===== config.mk =====
export PLATFORM = sky130hd
export DESIGN_NAME = mem_access_unit
export DESIGN_NICKNAME = d
export VERILOG_FILES = /design/src/rtl/mem_access_pkg.sv /design/src/rtl/mem_lane_align.sv /design/src/rtl/mem_access_unit.sv
export SDC_FILE = /design/constraint.sdc
export NUM_CORES = 1
export LEC_CHECK = 0
export CAP_MARGIN = 20
export CORE_MARGIN = 3
export CORE_UTILIZATION = 41
export CTS_BUF_LIST = sky130_fd_sc_hd__clkbuf_4
export DETAILED_ROUTE_END_ITERATION = 8
export PLACE_DENSITY_LB_ADDON = 0.1
export SYNTH_ARGS = -nofsm -noshare
export SYNTH_HDL_FRONTEND = slang
export SYNTH_SLANG_ARGS = --single-unit
export TNS_END_PERCENT = 10

===== constraint.sdc =====
create_clock -name clk -period 2.1 [get_ports clk]
set_input_delay 0.63 -clock clk [delete_from_list [all_inputs] [get_ports clk]]
set_output_delay 0.63 -clock clk [all_outputs]
set_load 0.1 [all_outputs]

===== src/rtl/mem_access_pkg.sv =====
// ---------------------------------------------------------------------------
// mem_access_pkg
// Shared types and helpers for the MEM-stage load/store initiator.
//   state_e  : access FSM states (REQ2/WAIT2 are only reachable when the
//              MEM_ACCESS_SPLIT_EN macro is defined)
//   F3_*     : func3 encodings understood by the unit
//   size_e   : access size (byte / half / word)
// Helpers decode func3 into size and signedness and classify alignment.
// ---------------------------------------------------------------------------
package mem_access_pkg;

  typedef enum logic [2:0] {
    ST_IDLE  = 3'd0,
    ST_REQ   = 3'd1,
    ST_WAIT  = 3'd2,
    ST_DONE  = 3'd3,
    ST_REQ2  = 3'd4,
    ST_WAIT2 = 3'd5
  } state_e;

  localparam logic [2:0] F3_LB  = 3'b000;
  localparam logic [2:0] F3_LH  = 3'b001;
  localparam logic [2:0] F3_LW  = 3'b010;
  localparam logic [2:0] F3_LBU = 3'b100;
  localparam logic [2:0] F3_LHU = 3'b101;

  typedef enum logic [1:0] {
    SZ_B = 2'd0,
    SZ_H = 2'd1,
    SZ_W = 2'd2
  } size_e;

  // Any func3 outside the five known codes is treated as a word access.
  function automatic size_e decodeSize(input logic [2:0] f3);
    case (f3)
      F3_LB, F3_LBU: return SZ_B;
      F3_LH, F3_LHU: return SZ_H;
      default:       return SZ_W;
    endcase
  endfunction

  function automatic logic isUnsignedLoad(input logic [2:0] f3);
    return (f3 == F3_LBU) || (f3 == F3_LHU);
  endfunction

  // Halves must sit on an even byte, words on a word boundary.
  function automatic logic isMisaligned(input size_e sz, input logic [1:0] off);
    case (sz)
      SZ_H:    return off[0];
      SZ_W:    return off != 2'b00;
      default: return 1'b0;
    endcase
  endfunction

endpackage


===== src/rtl/mem_lane_align.sv =====
// ---------------------------------------------------------------------------
// mem_lane_align  (purely combinational)
// Byte-lane steering for the memory access unit.
//   Store side (driven from the live pipeline request):
//     stSize_i, stOff_i  access size and byte offset inside the word
//     stSecond_i         1 = produce enables for the second word of a split
//     stSplit_i          1 = misaligned split access, rotate write data
//     wd_i               store data from the pipeline
//     be_o               byte enables for the current word
//     wdata_o            lane-replicated (or rotated, when split) write data
//   Load side (driven from the registered request):
//     ldSize_i, ldUnsigned_i, ldOff_i  size, zero-extend flag, byte offset
//     rdataLo_i, rdataHi_i             first / second read word
//     loadData_o                       extracted and extended load result
// ---------------------------------------------------------------------------
module mem_lane_align
  import mem_access_pkg::*;
(
  input  size_e       stSize_i,
  input  logic [1:0]  stOff_i,
  input  logic        stSecond_i,
  input  logic        stSplit_i,
  input  logic [31:0] wd_i,
  input  size_e       ldSize_i,
  input  logic        ldUnsigned_i,
  input  logic [1:0]  ldOff_i,
  input  logic [31:0] rdataLo_i,
  input  logic [31:0] rdataHi_i,
  output logic [3:0]  be_o,
  output logic [31:0] wdata_o,
  output logic [31:0] loadData_o
);

  logic [3:0]  beBase;
  logic [7:0]  beWide;
  logic [31:0] wdRep;
  logic [31:0] wdRot;
  logic [31:0] ldWord;

  // Byte enables are built over a two-word window: the size mask shifted by
  // the offset. The low nibble covers lanes >= off in the first word and the
  // high nibble is whatever spilled into the following word.
  always_comb begin
    beBase = 4'b1111;
    case (stSize_i)
      SZ_B:    beBase = 4'b0001;
      SZ_H:    beBase = 4'b0011;
      default: beBase = 4'b1111;
    endcase
    beWide = {4'b0000, beBase} << stOff_i;
    be_o   = stSecond_i ? beWide[7:4] : beWide[3:0];
  end

  // Aligned stores replicate the datum into every lane so the byte enables
  // alone pick the destination. A split store instead rotates the datum left
  // by the offset, which puts every byte on the right lane of both words.
  always_comb begin
    wdRep = wd_i;
    case (stSize_i)
      SZ_B:    wdRep = {4{wd_i[7:0]}};
      SZ_H:    wdRep = {2{wd_i[15:0]}};
      default: wdRep = wd_i;
    endcase
    wdRot   = 32'({wd_i, wd_i} >> (6'd32 - {1'b0, stOff_i, 3'b000}));
    wdata_o = stSplit_i ? wdRot : wdRep;
  end

  // Loads view the two read words as one 64-bit little-endian window and
  // shift the addressed byte down to bit 0; for a single-word access both
  // halves carry the same word and only the low one matters.
  always_comb begin
    ldWord     = 32'({rdataHi_i, rdataLo_i} >> {ldOff_i, 3'b000});
    loadData_o = ldWord;
    case (ldSize_i)
      SZ_B:    loadData_o = ldUnsigned_i ? {24'b0, ldWord[7:0]}
                                         : {{24{ldWord[7]}}, ldWord[7:0]};
      SZ_H:    loadData_o = ldUnsigned_i ? {16'b0, ldWord[15:0]}
                                         : {{16{ldWord[15]}}, ldWord[15:0]};
      default: loadData_o = ldWord;
    endcase
  end

endmodule


===== src/rtl/mem_access_unit.sv =====
// ---------------------------------------------------------------------------
// mem_access_unit
// MEM-stage load/store initiator on a word-addressed valid/ready data bus.
// Turns MemRead/MemWrite/func3/addr/wd into word address, byte enables and
// lane-replicated write data, waits for the bus response (stores wait for a
// write ack too), and returns sign/zero-extended load data.
//
// Ports
//   clk, rst_n        clock, asynchronous active-low reset
//   MemRead, MemWrite load / store request (read wins when both are set)
//   func3, addr, wd   access type, byte address, store data
//   stall             holds IF..MEM while an access is being accepted/served
//   done              one-cycle completion pulse
//   load_data         registered load result, held until the next load done
//   misalign          one-cycle pulse with done for a rejected misaligned access
//   m_req_valid/ready request handshake; m_we, m_addr, m_be, m_wdata fields
//   m_rsp_valid       read data / write ack; m_rdata read word
//
// Configuration
//   MEM_ACCESS_SPLIT_EN  defined: misaligned accesses become two word
//                        transactions (w, then w+1) and misalign is tied 0.
//                        undefined: misaligned accesses issue no bus traffic
//                        and complete with a done+misalign pulse.
// ---------------------------------------------------------------------------
module mem_access_unit
  import mem_access_pkg::*;
#(
  parameter int ADDR_W     = 32,
  parameter int DM_ADDRESS = 9,
  parameter int DATA_W     = 32
) (
  input  logic                  clk,
  input  logic                  rst_n,
  input  logic                  MemRead,
  input  logic                  MemWrite,
  input  logic [2:0]            func3,
  input  logic [ADDR_W-1:0]     addr,
  input  logic [DATA_W-1:0]     wd,
  output logic                  stall,
  output logic                  done,
  output logic [DATA_W-1:0]     load_data,
  output logic                  misalign,
  output logic                  m_req_valid,
  input  logic                  m_req_ready,
  output logic                  m_we,
  output logic [DM_ADDRESS-1:0] m_addr,
  output logic [3:0]            m_be,
  output logic [DATA_W-1:0]     m_wdata,
  input  logic                  m_rsp_valid,
  input  logic [DATA_W-1:0]     m_rdata
);

  state_e                state_q, state_d;
  logic                  we_q, we_d;
  logic [DM_ADDRESS-1:0] addr_q, addr_d;
  logic [3:0]            be_q, be_d;
  logic [DATA_W-1:0]     wdata_q, wdata_d;
  size_e                 ldSize_q, ldSize_d;
  logic                  ldUns_q, ldUns_d;
  logic [1:0]            ldOff_q, ldOff_d;
  logic                  isLoad_q, isLoad_d;
  logic [DATA_W-1:0]     loadData_q, loadData_d;
`ifdef MEM_ACCESS_SPLIT_EN
  logic                  split_q, split_d;
  logic [DATA_W-1:0]     rdata1_q, rdata1_d;
`else
  logic                  misalign_q, misalign_d;
`endif

  logic                  access;
  size_e                 curSize;
  logic [1:0]            curOff;
  logic                  curMis;
  logic                  busy;
  logic                  laneSecond;
  logic                  laneSplit;
  logic [DATA_W-1:0]     laneRdLo;
  logic [3:0]            laneBe;
  logic [DATA_W-1:0]     laneWdata;
  logic [DATA_W-1:0]     laneLoad;
  logic                  unusedAddrBits;

  // Decode of the live pipeline request; only consumed while IDLE (and for
  // the second-word enables of a split, while the pipeline is stalled).
  assign access  = MemRead | MemWrite;
  assign curSize = decodeSize(func3);
  assign curOff  = addr[1:0];
  assign curMis  = isMisaligned(curSize, curOff);

  assign unusedAddrBits = ^addr[ADDR_W-1:DM_ADDRESS+2];

`ifdef MEM_ACCESS_SPLIT_EN
  assign laneSecond = (state_q == ST_WAIT) && split_q;
  assign laneSplit  = curMis;
  assign laneRdLo   = split_q ? rdata1_q : m_rdata;
`else
  assign laneSecond = 1'b0;
  assign laneSplit  = 1'b0;
  assign laneRdLo   = m_rdata;
`endif

  mem_lane_align u_lane (
    .stSize_i     (curSize),
    .stOff_i      (curOff),
    .stSecond_i   (laneSecond),
    .stSplit_i    (laneSplit),
    .wd_i         (wd),
    .ldSize_i     (ldSize_q),
    .ldUnsigned_i (ldUns_q),
    .ldOff_i      (ldOff_q),
    .rdataLo_i    (laneRdLo),
    .rdataHi_i    (m_rdata),
    .be_o         (laneBe),
    .wdata_o      (laneWdata),
    .loadData_o   (laneLoad)
  );

  // State and request-field registers. Reset abandons any transaction in
  // flight; a response arriving afterwards finds the FSM outside WAIT and is
  // simply dropped.
  always_ff @(posedge clk or negedge rst_n) begin
    if (!rst_n) begin
      state_q    <= ST_IDLE;
      we_q       <= 1'b0;
      addr_q     <= '0;
      be_q       <= '0;
      wdata_q    <= '0;
      ldSize_q   <= SZ_B;
      ldUns_q    <= 1'b0;
      ldOff_q    <= 2'b00;
      isLoad_q   <= 1'b0;
      loadData_q <= '0;
`ifdef MEM_ACCESS_SPLIT_EN
      split_q    <= 1'b0;
      rdata1_q   <= '0;
`else
      misalign_q <= 1'b0;
`endif
    end else begin
      state_q    <= state_d;
      we_q       <= we_d;
      addr_q     <= addr_d;
      be_q       <= be_d;
      wdata_q    <= wdata_d;
      ldSize_q   <= ldSize_d;
      ldUns_q    <= ldUns_d;
      ldOff_q    <= ldOff_d;
      isLoad_q   <= isLoad_d;
      loadData_q <= loadData_d;
`ifdef MEM_ACCESS_SPLIT_EN
      split_q    <= split_d;
      rdata1_q   <= rdata1_d;
`else
      misalign_q <= misalign_d;
`endif
    end
  end

  // Next-state logic. IDLE snapshots the request so the bus fields stay
  // frozen through REQ no matter how long m_req_ready takes. Load data is
  // written on the way into DONE so it is already valid during the done
  // pulse; stores leave the previous load result untouched.
  always_comb begin
    state_d    = state_q;
    we_d       = we_q;
    addr_d     = addr_q;
    be_d       = be_q;
    wdata_d    = wdata_q;
    ldSize_d   = ldSize_q;
    ldUns_d    = ldUns_q;
    ldOff_d    = ldOff_q;
    isLoad_d   = isLoad_q;
    loadData_d = loadData_q;
`ifdef MEM_ACCESS_SPLIT_EN
    split_d    = split_q;
    rdata1_d   = rdata1_q;
`else
    misalign_d = misalign_q;
`endif

    case (state_q)
      ST_IDLE: begin
        if (access) begin
          we_d     = ~MemRead;
          addr_d   = addr[DM_ADDRESS+1:2];
          be_d     = laneBe;
          wdata_d  = laneWdata;
          ldSize_d = curSize;
          ldUns_d  = isUnsignedLoad(func3);
          ldOff_d  = curOff;
          isLoad_d = MemRead;
`ifdef MEM_ACCESS_SPLIT_EN
          split_d  = curMis;
          state_d  = ST_REQ;
`else
          misalign_d = curMis;
          if (curMis) begin
            if (MemRead) begin
              loadData_d = '0;
            end
            state_d = ST_DONE;
          end else begin
            state_d = ST_REQ;
          end
`endif
        end
      end

      ST_REQ: begin
        if (m_req_ready) begin
          state_d = ST_WAIT;
        end
      end

      ST_WAIT: begin
        if (m_rsp_valid) begin
`ifdef MEM_ACCESS_SPLIT_EN
          if (split_q) begin
            rdata1_d = m_rdata;
            addr_d   = addr_q + 1'b1;
            be_d     = laneBe;
            state_d  = ST_REQ2;
          end else begin
            if (isLoad_q) begin
              loadData_d = laneLoad;
            end
            state_d = ST_DONE;
          end
`else
          if (isLoad_q) begin
            loadData_d = laneLoad;
          end
          state_d = ST_DONE;
`endif
        end
      end

`ifdef MEM_ACCESS_SPLIT_EN
      ST_REQ2: begin
        if (m_req_ready) begin
          state_d = ST_WAIT2;
        end
      end

      ST_WAIT2: begin
        if (m_rsp_valid) begin
          if (isLoad_q) begin
            loadData_d = laneLoad;
          end
          state_d = ST_DONE;
        end
      end
`endif

      ST_DONE: begin
        state_d = ST_IDLE;
      end

      default: begin
        state_d = ST_IDLE;
      end
    endcase
  end

  // Stall is qualified with rst_n so that asserting reset releases the
  // pipeline immediately, even while a request is still being presented.
  assign busy = (state_q == ST_REQ)  || (state_q == ST_WAIT) ||
                (state_q == ST_REQ2) || (state_q == ST_WAIT2);
  assign stall = rst_n & (((state_q == ST_IDLE) & access) | busy);

  assign done        = (state_q == ST_DONE);
  assign m_req_valid = (state_q == ST_REQ) || (state_q == ST_REQ2);
  assign m_we        = we_q;
  assign m_addr      = addr_q;
  assign m_be        = be_q;
  assign m_wdata     = wdata_q;
  assign load_data   = loadData_q;

`ifdef MEM_ACCESS_SPLIT_EN
  assign misalign = 1'b0;
`else
  assign misalign = done & misalign_q;
`endif

endmodule

==> results list <==
* Clock latency at the later pin of the worst-skew pair: 0.47 ns
* Drt wl/cell: 18.54 um
* CP Capture Type: primary output
* Number of global-route vias before repair: 4,104
- Data on the critical path is required at its endpoint by ~1.5 ns.
* Worst slew pin tran: 0.6227 ns
- The H-tree was split into 3 levels.
* All-layer global routing usage: 0.2166
* Pins over their slew limit: 0
* Number of buffer and inverter instances along the worst setup path: 3
- Clock tree root driver cell: sky130_fd_sc_hd__clkbuf_4
- The number of clock buffers added by TritonCTS is 9.
- Combined area of all synthesized cells: between 4000 and 5000 um^2
- Cell with the most instances on the worst path: sky130_fd_sc_hd__inv_2
* Core ar.: 10,980 um^2
* Depth of the worst register-to-register path: 9
- First element of the critical path: state_q[0]
- Setup repair after global routing could not meet its margin everywhere.
- Yosys mapped the design onto 42 distinct sky130hd cell types.
- Clock transition at the registers of the reported paths: 0.15 ns
- Detailed routing inserted a total of 3,829 vias.
- Remaining global-route overflow: 0
* Die W: 112.6 um
- Longest individual stage delay on the worst path: 0.42 ns
- Number of I/O pins: 187
- In this run the worst path has a maximum fanout of 3.
* PortBufs: 165
- Layout cell share with drive strength beyond 1: 0.3662
* Launch instance of the worst register-to-register path: state_q[0]
* Result of the run: complete, but fails checks
* Final critical delay including setup and external delays: ~2.2 ns
- Cells after DPL: 687
* Final hold violations: 0
* Antenna-violating nets left: 0
- The share of synthesized area in the top cell type comes to 0.4672.
* HPWL after DPL: between 9 and 10 mm
* CP Class: reg2out
* Starting utilization of the core area: 0.4242
* Leading post-synthesis cells by cell area: sky130_fd_sc_hd__dfrtp_1 47%, sky130_fd_sc_hd__mux4_2 14%, sky130_fd_sc_hd__mux2_2 5.6%
- Buffer levels on the longest clock path: 2
* Clk sinks: 87
- The first detailed-routing pass took 4 iterations.
* Violated checks: negative setup slack
* Critical path, cell by cell: inv_2 -> ha_4 -> inv_2 -> a21boi_4 -> buf_12
* Fin cells: 709
- Number of placement rows: 38
- From bottom edge to top edge, the die measures about 110 um.
- Final setup violation count: 2
- For this run, the share of the core covered by cells in the final layout is 0.7004.
- For this block, the initial DRC count from the detailed router was 178.
* Worst path slowest cell: sky130_fd_sc_hd__dfrtp_1
- Syn_nets: 489
- Drt drc: 0
* Maximum clock frequency: 0.4518 GHz
- After routing, the total negative slack on setup checks comes to -0.1688 ns.
* Final setup slack of the worst path: -0.1135 ns
- Summed over all layers, the routed wires come to 13.15 mm.
- The floorplan step defined a die boundary enclosing between 10,000 and 15,000 um^2.
- Initial antenna violation count: 1
- In the routed layout, each cell is associated on average with a via count of 5.401.
- Launching element type of the critical path: register
- After technology mapping, the gate count stands at 380.
* Crit-path leading delay family: flip-flops
* Cell type with the highest aggregate area in the netlist: sky130_fd_sc_hd__dfrtp_1
- Growth of design area from synthesis to finish: 65.09%
* Setup slack on the worst flop-to-flop path: about 0.060 ns
- At the worst endpoint, the arrival time is 1.58 ns.
- In this run the mean area of a mapped cell was 12.26 um^2.
* Nets: around 670
* Hold Path Class: in2async
- Maximum capacitance violations: 0
- Endpoint of the worst-slack reg-to-reg timing path: load_data[16]
- TritonCTS built the clock tree.
- Post-route fraction of the period consumed by the critical path: 1.054
- The first global-routing pass estimated approximately 22 mm of wire.
- Number of warning messages in the yosys log: 0
- Between clock sinks in the finished design, the worst skew comes to 0.01692 ns.
- Routability-driven placement finished with a final weighted congestion of 0.8425.
* Count of state elements after synthesis: 87
- Headroom to the max-slew limit came out at 0.5844.
* Maximum number of pins on one net before global-route repair: 51
* Share of the yosys chip area belonging to registers: 0.4672
==> cell type report <==
cell class                      instances  area, um^2
Fill cell                             810        3291
Timing Repair Buffer                  200        2793
Multi-Input combinational cell        258        2357
Sequential cell                        87        2178
Tap cell                              140       175.2
Clock inverter                          6       85.08
Clock buffer                           10       75.07
Inverter                                7       26.28
Antenna cell                            1       2.502
==> registers in the layout (all words and copies together), names as in the netlist <==
name and count:
isLoad_q 1, ldOff_q 2, ldSize_q 2, ldUns_q 1, load_data 32, m_addr 9
m_be 4, m_wdata 32, m_we 1, misalign_q 1, state_q 2
==> placed cells by master, fill, tap and decap left out, drive strengths merged, types with 2 or more instances in the layout <==
master / netlist / routed
a22o: 16 / 16
or2: 3 / 3
clkinv: 0 / 3
nand2: 41 / 41
a221o: 9 / 9
and2: 2 / 2
nor2: 15 / 15
a21oi: 17 / 17
dfrtp: 87 / 87
mux2i: 25 / 25
o21a: 2 / 2
mux2: 24 / 24
o21ai: 35 / 35
inv: 7 / 8
nand2b: 11 / 11
ha: 4 / 4
bufinv: 0 / 2
a31oi: 2 / 2
buf: 18 / 118
clkbuf: 10 / 10
dlygate4sd2: 0 / 2
clkdlybuf4s50: 0 / 80
o2bb2ai: 8 / 8
mux4: 29 / 29
==> per-stage QoR <==
step / hold slack, ns / cell area (um^2) / setup WS, ns
after floorplan: 0.3344 / 4703 / -0.1007
after global placement: 0.4644 / 7481 / -0.2495
after detailed placement: 0.4777 / 7481 / -0.2699
after CTS: 0.2681 / 7687 / -0.1133
after global routing: 0.2875 / 7692 / -0.1727
final: 0.2780 / 7692 / -0.1135
==> Yosys cell counts (all sizes together) <==
cell,n
a2111oi,1
mux4,29
o2bb2ai,8
o21ai,35
ha,4
a31oi,2
a21o,1
clkbuf,10
a211o,1
mux2,24
a221oi,1
o21a,2
and3,1
mux2i,25
nand2b,11
a221o,9
dfrtp,87
o31ai,1
nor3b,1
a222oi,1
xor2,1
or2,3
a21boi,1
a22o,16
nor3,1
a21oi,17
nor2,15
and2,2
o221a,1
o22ai,1
o221ai,1
inv,7
buf,18
nand2,41
a2bb2oi,1
==> worst max path at each step <==
stage,cells past startpoint,end,slack [ns]
final,5,stall,-0.11
after global routing,5,stall,-0.17
after CTS,5,stall,-0.11
after detailed placement,6,load_data[9],-0.27
after global placement,6,load_data[9],-0.25
after floorplan,6,stall,-0.10
==> cell families after synthesis <==
kind of cell	Yosys count	synth area share
xor+xnor	1	0.001880
flops	87	0.4672
fa+ha+maj	4	0.01074
buf+inv	35	0.03813
mux	78	0.2519
compound gates	100	0.1574
simple gates	75	0.07277
==> timing repair <==
action / in CTS / in global routing
setup endpoints to repair: 2 / 3
hold buffers: 0 / 0
pin swaps: 1 / 0
cloned: 0 / 0
buffers inserted: 5 / 0
resized for setup: 5 / 1
==> layer usage <==
layer	share of wire	global-route usage
met1	0.40	0.2702
met2	0.49	0.3507
met3	0.087	0.07385
met4	0.021	0.07933
met5	0	0
Power is left out: the tool's default activity adds up to more than one toggle a clock period on the data nets, which glitch-free logic cannot reach.
